===== src/rtl/cop0_state_unit.sv =====
// rtl/cop0_state_unit.sv - CP0 register state: Count/Compare timer, Status/Cause, EPC, EBase, exception entry and ERET.
// Read port is combinational; all state updates happen on the rising clock edge.
module cop0_state_unit #(
  parameter int          COUNT_DIV    = 2,
  parameter int          NUM_HW_INT   = 5,
  parameter logic [31:0] EBASE_RESET  = 32'h80000000,
  parameter logic [31:0] STATUS_RESET = 32'h00400004
) (
  input  logic                  clk,
  input  logic                  reset,
  input  logic                  we,
  input  logic [4:0]            write_rd,
  input  logic [2:0]            write_sel,
  input  logic [31:0]           din,
  input  logic [4:0]            read_rd,
  input  logic [2:0]            read_sel,
  output logic [31:0]           dout,
  input  logic [NUM_HW_INT-1:0] hw_int,
  input  logic                  exc_valid,
  input  logic [4:0]            exc_code,
  input  logic [31:0]           exc_pc,
  input  logic                  exc_bd,
  input  logic                  exc_badvaddr_valid,
  input  logic [31:0]           exc_badvaddr,
  input  logic                  eret,
  output logic                  int_pending,
  output logic [31:0]           exc_vector,
  output logic [31:0]           epc_out
);
  localparam logic [31:0] STATUS_WMASK = 32'h0040FF07;
  localparam logic [4:0]  PRESC_MAX    = 5'(COUNT_DIV - 1);

  logic [31:0]           r_count;
  logic [31:0]           r_compare;
  logic [31:0]           r_status;
  logic [29:12]          r_ebase;
  logic [31:0]           r_epc;
  logic [31:0]           r_badvaddr;
  logic [4:0]            r_presc;
  logic                  r_bd;
  logic                  r_ti;
  logic [1:0]            r_ip_sw;
  logic [NUM_HW_INT-1:0] r_ip_hw;
  logic [4:0]            r_exc_code;

  logic        w_exl, w_erl, w_ie, w_bev;
  logic        w_take_we, w_tick, w_match;
  logic        w_wr_count, w_wr_compare, w_wr_status, w_wr_cause, w_wr_epc, w_wr_ebase;
  logic [31:0] w_count_next;
  logic [4:0]  w_presc_next;
  logic [4:0]  w_hw_pad;
  logic [7:0]  w_ip;
  logic [31:0] w_cause;
  logic [31:0] w_ebase_rd;

  assign w_ie  = r_status[0];
  assign w_exl = r_status[1];
  assign w_erl = r_status[2];
  assign w_bev = r_status[22];

  // Software writes lose to both an exception and an ERET in the same cycle.
  assign w_take_we    = we & ~exc_valid & ~eret;
  assign w_wr_count   = w_take_we && write_rd == 5'd9  && write_sel == 3'd0;
  assign w_wr_compare = w_take_we && write_rd == 5'd11 && write_sel == 3'd0;
  assign w_wr_status  = w_take_we && write_rd == 5'd12 && write_sel == 3'd0;
  assign w_wr_cause   = w_take_we && write_rd == 5'd13 && write_sel == 3'd0;
  assign w_wr_epc     = w_take_we && write_rd == 5'd14 && write_sel == 3'd0;
  assign w_wr_ebase   = w_take_we && write_rd == 5'd15 && write_sel == 3'd1;

  assign w_tick       = (r_presc == PRESC_MAX);
  assign w_count_next = w_wr_count ? din : (w_tick ? r_count + 32'd1 : r_count);
  assign w_presc_next = (w_wr_count || w_tick) ? 5'd0 : r_presc + 5'd1;
  assign w_match      = (w_count_next != r_count) && (w_count_next == r_compare);

  always_comb begin
    w_hw_pad                 = '0;
    w_hw_pad[NUM_HW_INT-1:0] = r_ip_hw;
  end

  assign w_ip       = {r_ti, w_hw_pad, r_ip_sw};
  assign w_cause    = {r_bd, r_ti, 14'h0, w_ip, 1'b0, r_exc_code, 2'b00};
  assign w_ebase_rd = {2'b10, r_ebase, 12'h000};

  always_comb begin
    dout = 32'h0;
    case ({read_rd, read_sel})
      {5'd8,  3'd0}: dout = r_badvaddr;
      {5'd9,  3'd0}: dout = r_count;
      {5'd11, 3'd0}: dout = r_compare;
      {5'd12, 3'd0}: dout = r_status;
      {5'd13, 3'd0}: dout = w_cause;
      {5'd14, 3'd0}: dout = r_epc;
      {5'd15, 3'd1}: dout = w_ebase_rd;
      default:       dout = 32'h0;
    endcase
  end

  assign int_pending = w_ie & ~w_exl & ~w_erl & (|(w_ip & r_status[15:8]));
  assign exc_vector  = w_bev ? 32'hBFC00380 : {w_ebase_rd[31:12], 12'h180};
  assign epc_out     = r_epc;

  always_ff @(posedge clk) begin
    if (reset) begin
      r_count    <= 32'h0;
      r_presc    <= 5'd0;
      r_compare  <= 32'hFFFFFFFF;
      r_status   <= STATUS_RESET;
      r_ebase    <= EBASE_RESET[29:12];
      r_epc      <= 32'h0;
      r_badvaddr <= 32'h0;
      r_bd       <= 1'b0;
      r_ti       <= 1'b0;
      r_ip_sw    <= 2'b00;
      r_ip_hw    <= '0;
      r_exc_code <= 5'd0;
    end else begin
      r_count <= w_count_next;
      r_presc <= w_presc_next;
      r_ip_hw <= hw_int;

      // A Compare write clears TI even when a match lands in the same cycle.
      if (w_wr_compare) begin
        r_compare <= din;
        r_ti      <= 1'b0;
      end else if (w_match) begin
        r_ti <= 1'b1;
      end

      if (exc_valid) begin
        if (!w_exl) begin
          r_epc <= exc_bd ? exc_pc - 32'd4 : exc_pc;
          r_bd  <= exc_bd;
        end
        r_exc_code  <= exc_code;
        r_status[1] <= 1'b1;
        if (exc_badvaddr_valid) r_badvaddr <= exc_badvaddr;
      end else if (eret) begin
        if (w_erl) r_status[2] <= 1'b0;
        else       r_status[1] <= 1'b0;
      end else begin
        if (w_wr_status) r_status <= (r_status & ~STATUS_WMASK) | (din & STATUS_WMASK);
        if (w_wr_cause)  r_ip_sw  <= din[9:8];
        if (w_wr_epc)    r_epc    <= din;
        if (w_wr_ebase)  r_ebase  <= din[29:12];
      end
    end
  end
endmodule


===== config.mk =====
export PLATFORM = sky130hd
export DESIGN_NAME = cop0_state_unit
export DESIGN_NICKNAME = d
export VERILOG_FILES = /design/src/rtl/cop0_state_unit.sv
export SDC_FILE = /design/constraint.sdc
export NUM_CORES = 1
export LEC_CHECK = 0
export ABC_AREA = 1
export CAP_MARGIN = 20
export CORE_ASPECT_RATIO = 1.2
export CORE_MARGIN = 4
export CORE_UTILIZATION = 45
export DETAILED_ROUTE_END_ITERATION = 10
export PLACE_DENSITY = 0.71
export SLEW_MARGIN = 15
export SYNTH_ARGS = -nofsm -noshare
export SYNTH_HDL_FRONTEND = slang
export SYNTH_SLANG_ARGS = --single-unit

===== constraint.sdc =====
create_clock -name clk -period 6.8 [get_ports clk]
set_clock_uncertainty 0.15 [all_clocks]
set_input_delay 0.68 -clock clk [delete_from_list [all_inputs] [get_ports clk]]
set_output_delay 0.68 -clock clk [all_outputs]
set_load 0.005 [all_outputs]

==> metrics.csv <==
stage;metric;value;unit
run_status;status;finished, final reports clean;
critical_path;critPathKind;in2out;
place;placed_cell_area;0.0133;mm2
sta;setup_viol;0;
sta;hold_viol;0;
cells_and_area;final_cell_mix;437 x nand2_1, 224 x nor2_1, 211 x clkdlybuf4s50_1;
sta;relSlewSlack;24.7;%
cells_and_area;seqCellArea;0.00354;mm2
global_routing;antenna_found_initial;3;
flow_run;maxCapViolCount;0;
global_routing;grt_first_pass_wirelength;65.3;mm
sta;worstMarginPinSlew;1.12;ns
cells_and_area;area_growth;25.6;%
place;place_ws;2.29;ns
floorplan;die_area;0.0273;mm2
cts;cts_root_buf;clkbuf_16;
floorplan;die-height;180;um
power;vdd_drop_max;0.142;mV
logic_synthesis;synth_area;0.0111;mm2
place;dp_hpwl;32.5;mm
detailed_routing;drt_iter0_drc;1181;
cells_and_area;fin_util;57.8;%
sta;finalCritPeriodShare;65.6;%
global_routing;grt_usage;30.6;%
logic_synthesis;synth_flop_cell;dfxtp_1;
critical_path;r2r_cells;17;
power;p_sw;0.726;mW
cts;post_cts_buffers;0;
floorplan;io_pins;226;
cts;cts_buffers;17;
global_routing;grt_overflow_total;0;
detailed_routing;wl;42.3;mm
sta;setup_slack;2.34;ns
place;place_congestion;0.989;
global_routing;grt_max_degree;100;
global_routing;gr-max-usage-layer;met2;
floorplan;dieWidth;151;um
cts;clk_pin_slew_worst_paths;0.08;ns
global_routing;grt_util_met1;42.9;%
power;power.share.sequential;45.2;%
cells_and_area;multi_input_area;0.00634;mm2
detailed_routing;via_per_inst;5.57;
cells_and_area;final_nets;2072;
sta;fin_crit;4.46;ns
global_routing;grt_pass1_vias;11600;
cts;clockBufferDepth;2;
logic_synthesis;synth-seq-cells;177;
logic_synthesis;synth_top_family_by_area;simple AND/OR/NAND/NOR gates;
cells_and_area;final_layout_size_suffix_gt1_share;4.56;%
sta;rsz0062_at_grt;false;
power;clkPwrFrac;40.4;%
detailed_routing;routedWlPerCell;18.6;um
cells_and_area;fillCellCount;2357;
sta;fmax;224;MHz
floorplan;initial_core_util;46.0;%
cts;clk_latency;0.45;ns
place;portBuffers;212;
floorplan;core_area;0.0241;mm2
detailed_routing;drc_errors;0;
cts;cts_tree;built;
logic_synthesis;synthAdderAreaFrac;0.451;%
power;combPwrFrac;14.4;%
power;p_per_area;176;mW/mm2
detailed_routing;drtAntennaViolNets;0;
logic_synthesis;synth_cells;1775;
power;sw_frac_of_total;29.5;%
cells_and_area;final_area;0.0139;mm2
power;internal-power;1.73;mW
critical_path;worstPathMaxFanout;16;
logic_synthesis;seq_area_frac_synth;31.9;%
logic_synthesis;synth_xor_area_share;1.58;%
logic_synthesis;netlist-cell-type-count;51;
global_routing;grt_use_met2;47.3;%
cells_and_area;final_common_cell;nand2_1;
hold_path;hp-class;reg2reg;
cts;cts_sinks;177;
critical_path;arrival;3.63;ns
sta;tns;0;ns
detailed_routing;firstDrtPassIters;6;
logic_synthesis;async_flop_share;0;%
logic_synthesis;synth_mux_area_share;0;%
logic_synthesis;ys.warnings.count;0;
cells_and_area;fin_cells;2274;
logic_synthesis;synth-edff-count;0;
detailed_routing;via_count;12700;
logic_synthesis;synth.avg_cell_area;6.25;um2
critical_path;cp_data_required_time;5.97;ns
power;p_leak;6.12;nW
floorplan;rows;62;
critical_path;critPathCaptureType;primary output;
cts;htree_levels;4;
logic_synthesis;synth_compound_area_share;19.3;%
global_routing;grt.met3_usage;5.26;%
critical_path;start_kind;primary input;
cts;hold_buffers;0;
place;placed_cells;2237;
hold_path;hold_depth;1;
cts;cts_resized;0;
sta;drv_slew;0;
critical_path;r2r_slack;3.28;ns
logic_synthesis;yosys.area_share.simple;35.4;%
## final cells by class
cell class              instances  area share (%)
diodes                          2          0.0359
clock buffers                  18            3.15
clock inverters                14           0.987
inverters                     215            5.82
multi-input cells            1304            45.5
flip-flops and latches        177            25.4
well taps                     320            2.87
repair buffers                224            16.3
## synthesized netlist by cell type, types with 4 or more instances
| cell type | number | share of area [%] |
|---|---|---|
| nor2_1 | 224 | 7.6 |
| o2111ai_1 | 7 | 0.55 |
| nand2_2 | 8 | 0.45 |
| buf_4 | 17 | 1.1 |
| o21ai_0 | 131 | 5.9 |
| o211ai_1 | 55 | 3.7 |
| o21bai_1 | 4 | 0.27 |
| buf_2 | 6 | 0.27 |
| nor3_1 | 15 | 0.68 |
| a22oi_1 | 5 | 0.34 |
| dfxtp_1 | 177 | 32 |
| a211oi_1 | 8 | 0.54 |
| xor2_1 | 16 | 1.3 |
| nand3_1 | 148 | 6.7 |
| inv_1 | 209 | 7.1 |
| nor2_4 | 5 | 0.51 |
| a221oi_1 | 24 | 1.9 |
| ha_1 | 4 | 0.45 |
| nor4_1 | 7 | 0.39 |
| a31oi_1 | 4 | 0.23 |
| nand4_1 | 20 | 1.1 |
| o22ai_1 | 15 | 0.85 |
| or2_2 | 6 | 0.34 |
| clkbuf_1 | 61 | 2.1 |
| a21oi_1 | 97 | 4.4 |
| xnor2_1 | 4 | 0.32 |
| nand3b_1 | 17 | 1.1 |
| nand2_1 | 438 | 15 |
| nor2_2 | 9 | 0.51 |
## logic make-up after synthesis
group           count (synthesis)
flops                         177
simple gates                  909
fa+ha+maj                       4
other cells                     2
buf+inv                       305
xor+xnor                       20
compound gates                358
## power groups by stage
stage          sequential, mW  clock [mW]  combinational (mW)
2_1_floorplan            1.12           0               0.176
5_1_grt                  1.12        1.03               0.389
6_report                 1.11       0.994               0.355
4_1_cts                  1.11       0.992               0.350
3_3_place_gp             1.14           0               0.346
3_5_place_dp             1.13           0               0.349
## registers in the layout (all words and copies together) (netlist names)
signal / cells
r_ti: 1
r_ip_hw: 5
r_exc_code: 5
r_badvaddr: 32
r_presc: 5
r_count: 32
r_ebase: 18
r_bd: 1
r_compare: 32
r_status: 12
r_ip_sw: 2
epc_out: 32
## metrics by stage
stage | hold WS (ns) | total power, mW
after CTS | 0.321 | 2.45
after global routing | 0.339 | 2.54
after detailed placement | 0.302 | 1.48
after floorplan | 0.280 | 1.30
final | 0.317 | 2.46
after global placement | 0.298 | 1.48
## layer usage
metal  share of wire [%]  wire, um  up-vias
met3                 8.3      3520       90
met4                 3.2      1340        2
met1                  44     18400     5775
li1                    -         -     6168
met2                  45     19000      632
met5               0.031        13        -
## final timing paths
path                    start    endpoint
setup / recovery  read_sel[1]    dout[16]
hold / removal     r_presc[0]  r_presc[0]
setup reg to reg   r_presc[0]        r_ti
hold reg to reg    r_presc[0]  r_presc[0]
## critical path, stage by stage
cell and delay (ns):
clkdlybuf4s50_1 0.50, nor2_1 0.06, nand2_1 0.08, inv_1 0.07, nand2_1 0.54, inv_1 0.51
a221oi_1 0.47, o21ai_0 0.22, clkdlybuf4s50_1 0.49
No activity file was read; power rests on OpenSTA's default activity.
